[config.mk]
export PLATFORM = sky130hd
export DESIGN_NAME = usart_tx_buf
export DESIGN_NICKNAME = d
export VERILOG_FILES = /design/src/rtl/usart_pkg.sv /design/src/rtl/usart_fifo.sv /design/src/rtl/usart_tx_buf.sv
export SDC_FILE = /design/constraint.sdc
export NUM_CORES = 1
export LEC_CHECK = 0
export BUFFER_PORTS_ARGS = -buffer_cell sky130_fd_sc_hd__buf_4
export CORE_UTILIZATION = 60
export CTS_CLUSTER_DIAMETER = 120
export DETAILED_ROUTE_END_ITERATION = 8
export PLACE_DENSITY_LB_ADDON = 0.3
export SETUP_SLACK_MARGIN = 0.02
export SYNTH_ARGS = -nofsm -noshare
export SYNTH_HDL_FRONTEND = slang
export SYNTH_HIERARCHICAL = 1
export SYNTH_SLANG_ARGS = --single-unit
export TNS_END_PERCENT = 50
[constraint.sdc]
create_clock -name sys_clk -period 5.1 [get_ports sys_clk]
set_clock_uncertainty 0.15 [all_clocks]
set_input_delay 0.255 -clock sys_clk [delete_from_list [all_inputs] [get_ports sys_clk]]
set_output_delay 0.255 -clock sys_clk [all_outputs]
set_load 0.1 [all_outputs]
[src/rtl/usart_pkg.sv]
// Shared types and frame constants for the buffered UART transmitter.
// Optional even parity is enabled by defining USART_PARITY_EN.
package usart_pkg;

    typedef enum logic [2:0] {
        IDLE   = 3'd0,
        START  = 3'd1,
        DATA   = 3'd2,
        PARITY = 3'd3,
        STOP   = 3'd4
    } state_t;

    localparam logic START_BIT = 1'b0;
    localparam logic STOP_BIT  = 1'b1;
    localparam int   DATA_BITS = 8;

    // Cycles per bit; integer division truncates toward zero.
    function automatic int baud_div(input int clk_fre, input int bps);
        return clk_fre / bps;
    endfunction

endpackage

[src/rtl/usart_fifo.sv]
// Synchronous FIFO with registered count; full/empty derive from the count.
// Pointers are log2(DEPTH) bits and wrap naturally (DEPTH is a power of 2).
module usart_fifo #(
    parameter int  WIDTH = 8,
    parameter int  DEPTH = 16,
    localparam int AW    = $clog2(DEPTH),
    localparam int CW    = $clog2(DEPTH + 1)
) (
    input  logic             clk,
    input  logic             rst,
    input  logic             push,
    input  logic             pop,
    input  logic [WIDTH-1:0] wdata,
    output logic [WIDTH-1:0] rdata,
    output logic [CW-1:0]    count,
    output logic             full,
    output logic             empty
);

    logic [WIDTH-1:0] mem_q [DEPTH];
    logic [AW-1:0]    wptr_q;
    logic [AW-1:0]    rptr_q;
    logic [CW-1:0]    count_q;
    logic             push_d;
    logic             pop_d;

    assign full   = (count_q == CW'(DEPTH));
    assign empty  = (count_q == '0);
    assign count  = count_q;
    assign rdata  = mem_q[rptr_q];

    // Requests are qualified so overflow and underflow are impossible.
    assign push_d = push && !full;
    assign pop_d  = pop && !empty;

    // Pointer and occupancy tracking; push and pop together keep the count.
    always_ff @(posedge clk) begin
        if (rst) begin
            wptr_q  <= '0;
            rptr_q  <= '0;
            count_q <= '0;
        end else begin
            if (push_d) begin
                wptr_q <= wptr_q + AW'(1);
            end
            if (pop_d) begin
                rptr_q <= rptr_q + AW'(1);
            end
            if (push_d && !pop_d) begin
                count_q <= count_q + CW'(1);
            end else if (pop_d && !push_d) begin
                count_q <= count_q - CW'(1);
            end
        end
    end

    // Storage array; contents are don't-care until written.
    always_ff @(posedge clk) begin
        if (push_d) begin
            mem_q[wptr_q] <= wdata;
        end
    end

endmodule

[src/rtl/usart_tx_buf.sv]
// Buffered UART transmitter: valid/ready byte intake, FIFO, 8N1 serialiser.
// Define USART_PARITY_EN for 8E1 frames with an even-parity bit before stop.
module usart_tx_buf #(
    parameter int  BPS         = 9600,
    parameter int  SYS_CLK_FRE = 50_000_000,
    parameter int  FIFO_DEPTH  = 16,
    localparam int CW          = $clog2(FIFO_DEPTH + 1)
) (
    input  logic          sys_clk,
    input  logic          sys_rst,
    input  logic [7:0]    tx_data,
    input  logic          tx_valid,
    output logic          tx_ready,
    output logic          uart_txd,
    output logic          tx_busy,
    output logic [CW-1:0] fifo_count
);

    import usart_pkg::*;

    localparam int   BAUD_DIV  = baud_div(SYS_CLK_FRE, BPS);
    localparam int   CNT_W     = $clog2(BAUD_DIV + 1);
    localparam int   IDX_W     = $clog2(DATA_BITS);
    localparam logic [CNT_W-1:0] BAUD_LAST = CNT_W'(BAUD_DIV - 1);
    localparam logic [IDX_W-1:0] IDX_LAST  = IDX_W'(DATA_BITS - 1);

    state_t                 state_q;
    logic [CNT_W-1:0]       bit_cnt_q;
    logic [IDX_W-1:0]       idx_q;
    logic [DATA_BITS-1:0]   shift_q;
    logic                   txd_q;
    logic                   busy_q;
    logic                   txd_d;
    logic                   bit_last_d;
    logic                   fifo_push;
    logic                   fifo_pop;
    logic [DATA_BITS-1:0]   fifo_rdata;
    logic                   fifo_full;
    logic                   fifo_empty;
`ifdef USART_PARITY_EN
    logic                   par_q;
`endif

    usart_fifo #(
        .WIDTH (DATA_BITS),
        .DEPTH (FIFO_DEPTH)
    ) u_fifo (
        .clk   (sys_clk),
        .rst   (sys_rst),
        .push  (fifo_push),
        .pop   (fifo_pop),
        .wdata (tx_data),
        .rdata (fifo_rdata),
        .count (fifo_count),
        .full  (fifo_full),
        .empty (fifo_empty)
    );

    assign tx_ready   = !fifo_full;
    assign uart_txd   = txd_q;
    assign tx_busy    = busy_q;
    assign fifo_push  = tx_valid && !fifo_full;
    assign bit_last_d = (bit_cnt_q == BAUD_LAST);

    // Head is taken when idle, or on the final stop cycle for gapless frames.
    assign fifo_pop = !fifo_empty &&
                      ((state_q == IDLE) ||
                       ((state_q == STOP) && bit_last_d));

    // Line level for the current state; registered below so the pin is clean.
    always_comb begin
        txd_d = STOP_BIT;
        case (state_q)
            START:   txd_d = START_BIT;
            DATA:    txd_d = shift_q[0];
`ifdef USART_PARITY_EN
            PARITY:  txd_d = par_q;
`endif
            default: txd_d = STOP_BIT;
        endcase
    end

    // Frame sequencer: bit timing, data shifting and registered line/busy.
    always_ff @(posedge sys_clk) begin
        if (sys_rst) begin
            state_q   <= IDLE;
            bit_cnt_q <= '0;
            idx_q     <= '0;
            shift_q   <= '0;
            txd_q     <= STOP_BIT;
            busy_q    <= 1'b0;
`ifdef USART_PARITY_EN
            par_q     <= 1'b0;
`endif
        end else begin
            txd_q  <= txd_d;
            busy_q <= (state_q != IDLE) || !fifo_empty;
            case (state_q)
                IDLE: begin
                    bit_cnt_q <= '0;
                    idx_q     <= '0;
                    if (!fifo_empty) begin
                        shift_q <= fifo_rdata;
`ifdef USART_PARITY_EN
                        par_q   <= ^fifo_rdata;
`endif
                        state_q <= START;
                    end
                end
                START: begin
                    if (bit_last_d) begin
                        bit_cnt_q <= '0;
                        idx_q     <= '0;
                        state_q   <= DATA;
                    end else begin
                        bit_cnt_q <= bit_cnt_q + CNT_W'(1);
                    end
                end
                DATA: begin
                    if (bit_last_d) begin
                        bit_cnt_q <= '0;
                        shift_q   <= shift_q >> 1;
                        if (idx_q == IDX_LAST) begin
`ifdef USART_PARITY_EN
                            state_q <= PARITY;
`else
                            state_q <= STOP;
`endif
                        end else begin
                            idx_q <= idx_q + IDX_W'(1);
                        end
                    end else begin
                        bit_cnt_q <= bit_cnt_q + CNT_W'(1);
                    end
                end
`ifdef USART_PARITY_EN
                PARITY: begin
                    if (bit_last_d) begin
                        bit_cnt_q <= '0;
                        state_q   <= STOP;
                    end else begin
                        bit_cnt_q <= bit_cnt_q + CNT_W'(1);
                    end
                end
`endif
                STOP: begin
                    if (bit_last_d) begin
                        bit_cnt_q <= '0;
                        idx_q     <= '0;
                        if (!fifo_empty) begin
                            shift_q <= fifo_rdata;
`ifdef USART_PARITY_EN
                            par_q   <= ^fifo_rdata;
`endif
                            state_q <= START;
                        end else begin
                            state_q <= IDLE;
                        end
                    end else begin
                        bit_cnt_q <= bit_cnt_q + CNT_W'(1);
                    end
                end
                default: begin
                    bit_cnt_q <= '0;
                    state_q   <= IDLE;
                end
            endcase
        end
    end

endmodule

-- Word level (Yosys, flattened, before mapping)
Memory sizes are Yosys's and may differ from the RTL's. A register that Yosys moved wholly into a read port is not among the register bits.
Cells that the tools add are included.
- bits in writable memories: 128
- memories kept: 1
- word-level logic and storage cells: 77
- register bits after elaboration: 42
- input bits: 11
- memories (memory ; depth ; width ; read ports ; clocked after Yosys merged registers in ; write ports ; RTL line ; RTL):
    u_fifo.mem_q ; 16 ; 8 ; 1 ; 1 ; 1 ; usart_fifo.sv:20 ; logic [WIDTH-1:0] mem_q [DEPTH];
- $add $sub $neg: 6
- reduce and logical (&&, ||, !) cells: 25
- bitwise operators: 1
- mux-type cells: 22
- eq/ne operators: 13
- operators with widths (cell ; count):
    $mux 3 ; 8
    $mux 8 ; 3
    $pmux 8 s3 ; 1
    $add 13x1->13 const B ; 1
    $eq 13x13->1 const B ; 1
    $ne 2x2->1 const B ; 6
    $pmux 3 s4 ; 1
    $mux 5 ; 2
    $pmux 3 s3 ; 1
    $reduce_bool 3->1 ; 3
    $add 4x1->4 const B ; 2
    $mux 4 ; 2
    $logic_and 1x1->1 ; 7
    $eq 3x3->1 const B ; 2
    $reduce_or 3->1 ; 2
    $add 5x1->5 const B ; 1
    $eq 5x5->1 const B ; 1
    $logic_not 5->1 ; 1
    $reduce_and 5->1 ; 1
    $sub 5x1->5 const B ; 1
    $logic_not 1->1 ; 4
    $reduce_and 4->1 ; 1
    $add 3x1->3 const B ; 1
    $eq 3x1->1 const B ; 1
    10 further kinds ; 13

-- Logic depth before layout (Yosys ltp)
Gate-level depths: netlist of the first run.
- depth in word-level cells: 8
- depth in mapped cells: 13
- depth with buffers taken out: 12

-- Modules after synthesis
Netlist of the first run, hierarchy kept.
- by module, submodules not included (module ; cells an instance ; instances ; seq. area each (µm²) ; area an instance (µm²)):
    usart_fifo ; 309 ; 1 ; 4184.0 ; 5715.5
    usart_tx_buf ; 169 ; 1 ; 580.6 ; 1502.7

-- Least setup slack after synthesis of the first run
Ideal clock, no wire load.
- path type: reg2reg
- from: register u_fifo.count_q[0], in the netlist u_fifo/count[0]
- to: register u_fifo.count_q[4], in the netlist u_fifo/count[4]
- slack: 1203 ps
- arrival time: 3626 ps
- cell stages (with the launch flop): 14
- library setup time: 121 ps
- buffers on the path: 1
- path through: dfxtp_1 -> or4_1 -> buf_2 -> nor2_1 -> or3_1 -> a21oi_1 -> o21ai_2 -> ha_1 -> inv_1 -> ha_1 -> a21oi_1 -> a211oi_1 -> a31oi_1 -> mux2_2
- word-level cells in the longest chain between the ends: 7
- elaborated cells on any way between the ends: 17
- those cells by class: add/sub: 2; eq/ne: 1; mux: 2; reduce/logical: 12
- RTL lines (what ; RTL line ; RTL):
    from (decl) ; usart_fifo.sv:23 ; logic [CW-1:0] count_q;
    from (signal assigned) ; usart_fifo.sv:50 ; count_q <= count_q + CW'(1);
    from (signal assigned) ; usart_fifo.sv:52 ; count_q <= count_q - CW'(1);
    $logic_not 5->1 * ; usart_fifo.sv:28 ; assign empty = (count_q == '0);
    via fifo_empty ; usart_tx_buf.sv:39 ; logic fifo_empty;
    $logic_not 1->1 * ; usart_tx_buf.sv:66 ; assign fifo_pop = !fifo_empty &&
    $logic_and 1x1->1 * ; usart_tx_buf.sv:66 ;
    via fifo_pop ; usart_tx_buf.sv:36 ; logic fifo_pop;
    $logic_and 1x1->1 * ; usart_fifo.sv:34 ; assign pop_d = pop && !empty;
    $logic_not 1->1 ; usart_fifo.sv:49 ; if (push_d && !pop_d) begin
    $logic_and 1x1->1 ; usart_fifo.sv:49 ;
    $mux 5 / $reduce_bool 2->1 (equally long branches) ; n/a ;
The timed path passes the listed nets; every way through them passes the cells marked *. The select of a mux whose other input is x is not followed.
A chain may end at the register's enable or synchronous reset.

-- Final worst setup path of the first run
Ends and elaborated chain as after synthesis.

==> flow_summary.json, run 1 <==
{
  "crit_required_ps": 5260,
  "antenna_found_initial": 0,
  "endpoint_kind": "flop",
  "multi_input_area_um2": 2290,
  "die_x_um": 112,
  "first_pass_iters": 5,
  "syn_area_um2": 7220,
  "fin_setup_tns_ps": 0,
  "critPathMaxFanout": 8,
  "grt_usage_pct": 23.2,
  "grt_max_degree": 37,
  "combPwrFrac_pct": 27.6,
  "slew_headroom_pct": 31.7,
  "p_int_mw": 2.78,
  "status": "finished clean",
  "p_leak_nw": 2.74,
  "fill_cells": 710,
  "drt-initial-drc-count": 349,
  "start_kind": "flop",
  "critPathKind": "reg2reg",
  "fin_hold_ws_ps": 11.2,
  "yosys_warnings": 6,
  "hpwl_um": 8660,
  "worst_slew_pin_slew_ps": 1020,
  "ctsHoldBuffers": 6,
  "clock_latency_ps": 420,
  "syn_avg_cell_area_um2": 15.1,
  "layout-drive-gt1-share_pct": 20.0,
  "htreeDepth": 4,
  "routed_wl_um": 13400,
  "maxCapViolCount": 0,
  "p_sw_share_pct": 31.4,
  "overflow": 0,
  "yosysSeqAreaShare_pct": 66.0,
  "cts_tree": "done",
  "min_period_ps": 3510,
  "total_power_mw": 4.04,
  "arrival_ps": 3660,
  "min_path_type": "in2reg",
  "synthesis.nets": 502,
  "clk_pin_slew_ps": 70,
  "die-area_um2": 12500,
  "n_antenna_cell": 0,
  "gp_congestion": 0.801,
  "post-cts-setup-buffers": 0,
  "synth-main-ff-cell": "edfxtp_1",
  "final_nets": 527,
  "synth_cell_type_count": 56,
  "start_util_pct": 62.4,
  "pwr-share-clk_pct": 29.4,
  "syn_to_final_growth_pct": 11.8,
  "ios": 19,
  "fin_crit_sh_pct": 68.8,
  "final_cell_area_um2": 8070,
  "io_buffers": 18,
  "rsz0062_at_grt": "false",
  "drc": 0,
  "final-setup-viol-count": 0,
  "slew_viol_final": 0,
  "core-area_um2": 11600,
  "irDropWorstVdd_mv": 0.331,
  "clockBufferDepth": 2,
  "synth_edf_count": 128,
  "grt_pass1_wl_um": 21200,
  "die_h_um": 112,
  "postSynthCellCount": 478,
  "num_rows": 39,
  "hold_violations": 0,
  "grt_pass1_vias": 3966,
  "cts.sinks": 174,
  "max_clock_freq_ghz": 0.285,
  "vias": 4037,
  "place_area_um2": 7460,
  "ant_nets": 0,
  "vias_per_cell": 6.13,
  "async_flop_share_pct": 0,
  "p_per_area_nw_per_um2": 501,
  "cts_buffers": 17,
  "wire_per_inst_um": 20.4,
  "ff_latch_area_um2": 4770,
  "power_frac_seq_pct": 42.9,
  "cts_root_buffer": "clkbuf_16",
  "cts_resized": 0,
  "p_switching_mw": 1.27,
  "synth-seq-cells": 174
}
[cells in the mapped netlist (3+ instances only)]
library cell    n  area (µm²)
buf_1           3        11.3
inv_1          12        45.0
nor3_1          7        35.0
edfxtp_1      128        3840
nand2_1        31         116
xnor2_1        12         105
nand3_1         8        40.0
clkbuf_1       12        45.0
o211ai_1        3        22.5
ha_1           12         150
dfxtp_1        46         921
and3_1          5        31.3
nor2b_1        11        68.8
mux2i_1         3        30.0
a21oi_1        13        65.1
mux4_2         32         721
xor2_1          8        70.1
mux2_4          7         105
nor2_1         53         199
nor4_1          4        25.0
buf_2           7        35.0
a22oi_1        16         120
[per-stage QoR]
stage / worst slack (ps) / util, % / std cells
3_3_place_gp: 1770 / 64.5 / 621
2_1_floorplan: 1200 / - / 478
3_5_place_dp: 1650 / 64.5 / 621
5_1_grt: 1400 / 69.8 / 659
6_report: 1590 / 69.8 / 659
4_1_cts: 1630 / 69.8 / 659
[placed cells by master (no fill, tap or decap), types with 2 or more instances in the layout]
| cell | count |
|---|---|
| inv_6 | 2 |
| mux2i_1 | 3 |
| o311ai_0 | 2 |
| nand2b_1 | 2 |
| nor4_1 | 4 |
| a22oi_1 | 16 |
| or3_1 | 2 |
| dlygate4sd3_1 | 6 |
| a21oi_1 | 13 |
| inv_1 | 12 |
| o21ai_0 | 2 |
| ha_1 | 12 |
| a211oi_1 | 2 |
| clkinvlp_4 | 3 |
| clkbuf_16 | 17 |
| a21o_1 | 2 |
| mux4_2 | 32 |
| nor2_1 | 53 |
| nand2_1 | 31 |
| nand4_1 | 2 |
| mux2_4 | 7 |
| and3_1 | 5 |
| o211ai_1 | 3 |
| buf_4 | 25 |
| clkinv_2 | 5 |
| dfxtp_1 | 45 |
| nor2b_1 | 11 |
| o21a_1 | 2 |
| nor3_1 | 7 |
| edfxtp_1 | 128 |
| nand3_1 | 8 |
| xnor2_1 | 12 |
| o41ai_1 | 2 |
| nand3_2 | 2 |
| xor2_1 | 8 |
[per-layer routing]
layer | track usage, % | part of all wire [%] | up-vias
met5 | 0 | 0 | -
met4 | 9.37 | 1.8 | 0
met3 | 4.52 | 5.5 | 22
met2 | 36.8 | 49 | 147
met1 | 32.1 | 44 | 1999
li1 | - | - | 1869
[worst max-delay path, stage by stage, from the launching register on]
cell      delay, ps
dfxtp_1         440
or4_1           340
nor2_1           90
or3_1           340
a21oi_1         370
o21ai_2         160
ha_1            230
inv_1           160
ha_1            300
a21oi_1         200
a211oi_1        100
a31oi_1         180
mux2_2          350
[layout make-up]
type	count	share of cell area (%)
multi-input cells	267	28.3
clock buffers	18	5.32
clock inverters	14	1.47
flip-flops and latches	174	59.0
repair buffers	31	3.07
well taps	143	2.22
inverters	12	0.558
[power groups by stage]
| stage | combinational [mW] | clock, mW | sequential [mW] |
|---|---|---|---|
| 2_1_floorplan | 0.796 | 0 | 1.85 |
| 3_3_place_gp | 1.08 | 0 | 1.76 |
| 4_1_cts | 1.11 | 1.21 | 1.74 |
| 6_report | 1.12 | 1.19 | 1.74 |
| 5_1_grt | 1.20 | 1.27 | 1.76 |
| 3_5_place_dp | 1.10 | 0 | 1.77 |
[path summary, 6_finish.rpt]
kind / endpoint / startpoint / slack, ps / cells past startpoint
worst max-delay path: u_fifo/count[4] / u_fifo/count[0] / 1590 / 12
worst min-delay path: u_fifo/mem_q[11][5] / tx_data[5] / 10 / 1
worst max register to register: u_fifo/count[4] / u_fifo/count[0] / 1590 / 12
worst min register to register: bit_cnt_q[0] / bit_cnt_q[0] / 320 / 1
[state kept, by name (all words and copies together), names as in the netlist, named ones only]
| signal | cells |
|---|---|
| shift_q | 8 |
| uart_txd | 1 |
| state_q | 3 |
| u_fifo/mem_q | 128 |
| u_fifo/count | 5 |
| tx_busy | 1 |
| idx_q | 3 |
| bit_cnt_q | 13 |
| u_fifo/rptr_q | 4 |
| u_fifo/wptr_q | 4 |
[cell families (layout without fill, tap and decap cells)]
group	Yosys count	count (layout)	share of synthesized area (%)
simple gates	136	136	9.27
buf+inv	37	75	2.31
compound gates	55	55	5.62
mux	43	43	12.0
fa+ha+maj	13	13	2.36
xor+xnor	20	20	2.43
flops	174	174	66.0
(Power assumes the default switching activity.)
==> inputs of run 2 (changes only) <==
- clock period: 5.1 -> 3.34 ns (I/O delays scaled with it)
==> run 2 against run 1 <==
- the run now ends with design-rule violations left
- die area unchanged
- wire length up 4.3%
- flip-flop and latch count unchanged
- setup slack worse by 1400 ps
- first-iteration DRC count down 16%
- clock-buffer cell count up 1
- fmax up 11%
- design area up 1.6%
- sequential power up 51%
- final cell count up 1.5%
- sequential share of layout area down 0.72 points
- worst hold slack better by 170 ps
- critical path type unchanged
- critical endpoint unchanged
- largest cell class unchanged
- highest routed layer unchanged
==> flow_summary.json, run 2 (same netlist as run 1, synthesis figures left out) <==
{
  "worst_slew_pin_slew_ps": 955,
  "clock_latency_ps": 420,
  "htreeDepth": 4,
  "start_util_pct": 62.4,
  "pwr-share-clk_pct": 28.4,
  "max_clock_freq_ghz": 0.316,
  "irDropWorstVdd_mv": 0.458,
  "p_sw_share_pct": 31.4,
  "critPathKind": "reg2reg",
  "fin_cells": 669,
  "place_inst": 628,
  "cts.sinks": 174,
  "p_per_area_nw_per_um2": 764,
  "vias": 4104,
  "cts_tree": "done",
  "slew_viol_final": 0,
  "final_nets": 537,
  "cpMaxStageDelayCell": "or4_1",
  "final_cell_area_um2": 8200,
  "grt_usage_pct": 24.5,
  "p_leak_nw": 2.78,
  "wire_per_inst_um": 21.0,
  "critPathMaxFanout": 5,
  "cts_buffers": 17,
  "n_antenna_cell": 0,
  "routed_wl_um": 14000,
  "p_switching_mw": 1.97,
  "io_buffers": 18,
  "drc": 1,
  "core-area_um2": 11600,
  "layout_commonest_cell": "edfxtp_1",
  "ant_nets": 0,
  "hpwl_um": 8790,
  "cts_root_buffer": "clkbuf_16",
  "status": "complete, but fails checks",
  "layout_setup_ws_ps": 174,
  "crit_required_ps": 3490,
  "layout-drive-gt1-share_pct": 22.1,
  "dp_slack_ps": 47.8,
  "endpoint_kind": "flop",
  "num_rows": 39,
  "first_pass_iters": 7,
  "grt_pass1_wl_um": 22600,
  "power_frac_seq_pct": 42.0,
  "total_power_mw": 6.26,
  "vias_per_cell": 6.13,
  "clk_pin_slew_ps": 60,
  "syn_to_final_growth_pct": 13.6,
  "p_int_mw": 4.29,
  "min_path_type": "in2reg",
  "max_stage_delay_ps": 590,
  "arrival_ps": 3310,
  "die-area_um2": 12500,
  "fin_setup_tns_ps": 0,
  "largest_register": "u_fifo/mem_q",
  "final-setup-viol-count": 0,
  "gp_congestion": 0.757,
  "die_x_um": 112,
  "place_area_um2": 7550,
  "clockBufferDepth": 2,
  "antenna_found_initial": 0,
  "combPwrFrac_pct": 29.6,
  "grt_pass1_vias": 4239,
  "reg_top3": "u_fifo/mem_q (128), bit_cnt_q (13), shift_q (8)",
  "grt_max_degree": 37,
  "drt-initial-drc-count": 292,
  "most-common-layout-cells": "128 x edfxtp_1, 52 x nor2_1, 40 x dfxtp_1, 32 x mux4_2",
  "overflow": 0,
  "maxCapViolCount": 0,
  "fin_util_pct": 70.9,
  "failed_checks": "design-rule violations",
  "fin_hold_ws_ps": 183,
  "start_kind": "flop",
  "cp_cell_sequence": "or4_1 -> nor2_2 -> or3_1 -> a21oi_4 -> o21ai_2 -> ha_1 -> inv_2 -> fa_2 -> nand3_1 -> a211oi_1 -> a31oi_1 -> mux2_2",
  "hold_violations": 0,
  "min_period_ps": 3170,
  "largest_register_ffs": 128,
  "ios": 19,
  "die_h_um": 112,
  "slew_headroom_pct": 36.1,
  "rsz0062_at_grt": "false",
  "fin_crit_sh_pct": 94.8
}
## run 2: final cells by class
class	count	area [µm²]
Timing Repair Buffer	41	343
Inverter	12	45.0
Clock inverter	13	98.8
Clock buffer	19	433
Fill cell	692	3360
Sequential cell	174	4780
Multi-Input combinational cell	267	2320
Tap cell	143	179
## run 2: final timing paths
kind / to / slack [ps] / from / cells after the start
hold reg to reg: bit_cnt_q[0] / 320 / bit_cnt_q[0] / 1
setup / recovery: u_fifo/count[4] / 170 / u_fifo/count[0] / 12
setup reg to reg: u_fifo/count[4] / 170 / u_fifo/count[0] / 12
hold / removal: u_fifo/wptr_q[3] / 180 / tx_valid / 5
## run 2: power by group through the flow
stage | clock (mW) | combinational (mW) | sequential (mW)
floorplan | 0 | 1.21 | 2.84
global placement | 0 | 1.72 | 2.65
detailed placement | 0 | 1.77 | 2.67
CTS | 1.80 | 1.82 | 2.63
global route | 1.89 | 1.99 | 2.65
finish | 1.78 | 1.86 | 2.63
## run 2: layer usage
metal | track usage, % | share of wire [%] | vias up
li1 | - | - | 1892
met1 | 33.9 | 42 | 2068
met2 | 39.3 | 51 | 125
met5 | 0 | 0 | -
met4 | 8.92 | 1.7 | 0
met3 | 4.35 | 5.0 | 19
## run 2: critical path, delay by kind of cell (launching register included)
family	cells	cell delay, ps
simple gates	4	1020
fa+ha+maj	2	600
compound gates	4	460
flops	1	360
mux	1	360
buf+inv	1	100
## run 2: timing repair
action / 4_1_cts / 5_1_grt
endpoints found under the setup margin: 1 / 2
hold buffers: 9 / 0
buffers inserted: 0 / 0
gates resized for setup: 1 / 6
hold endpoints to repair: 135 / 0
pin swaps: 0 / 0
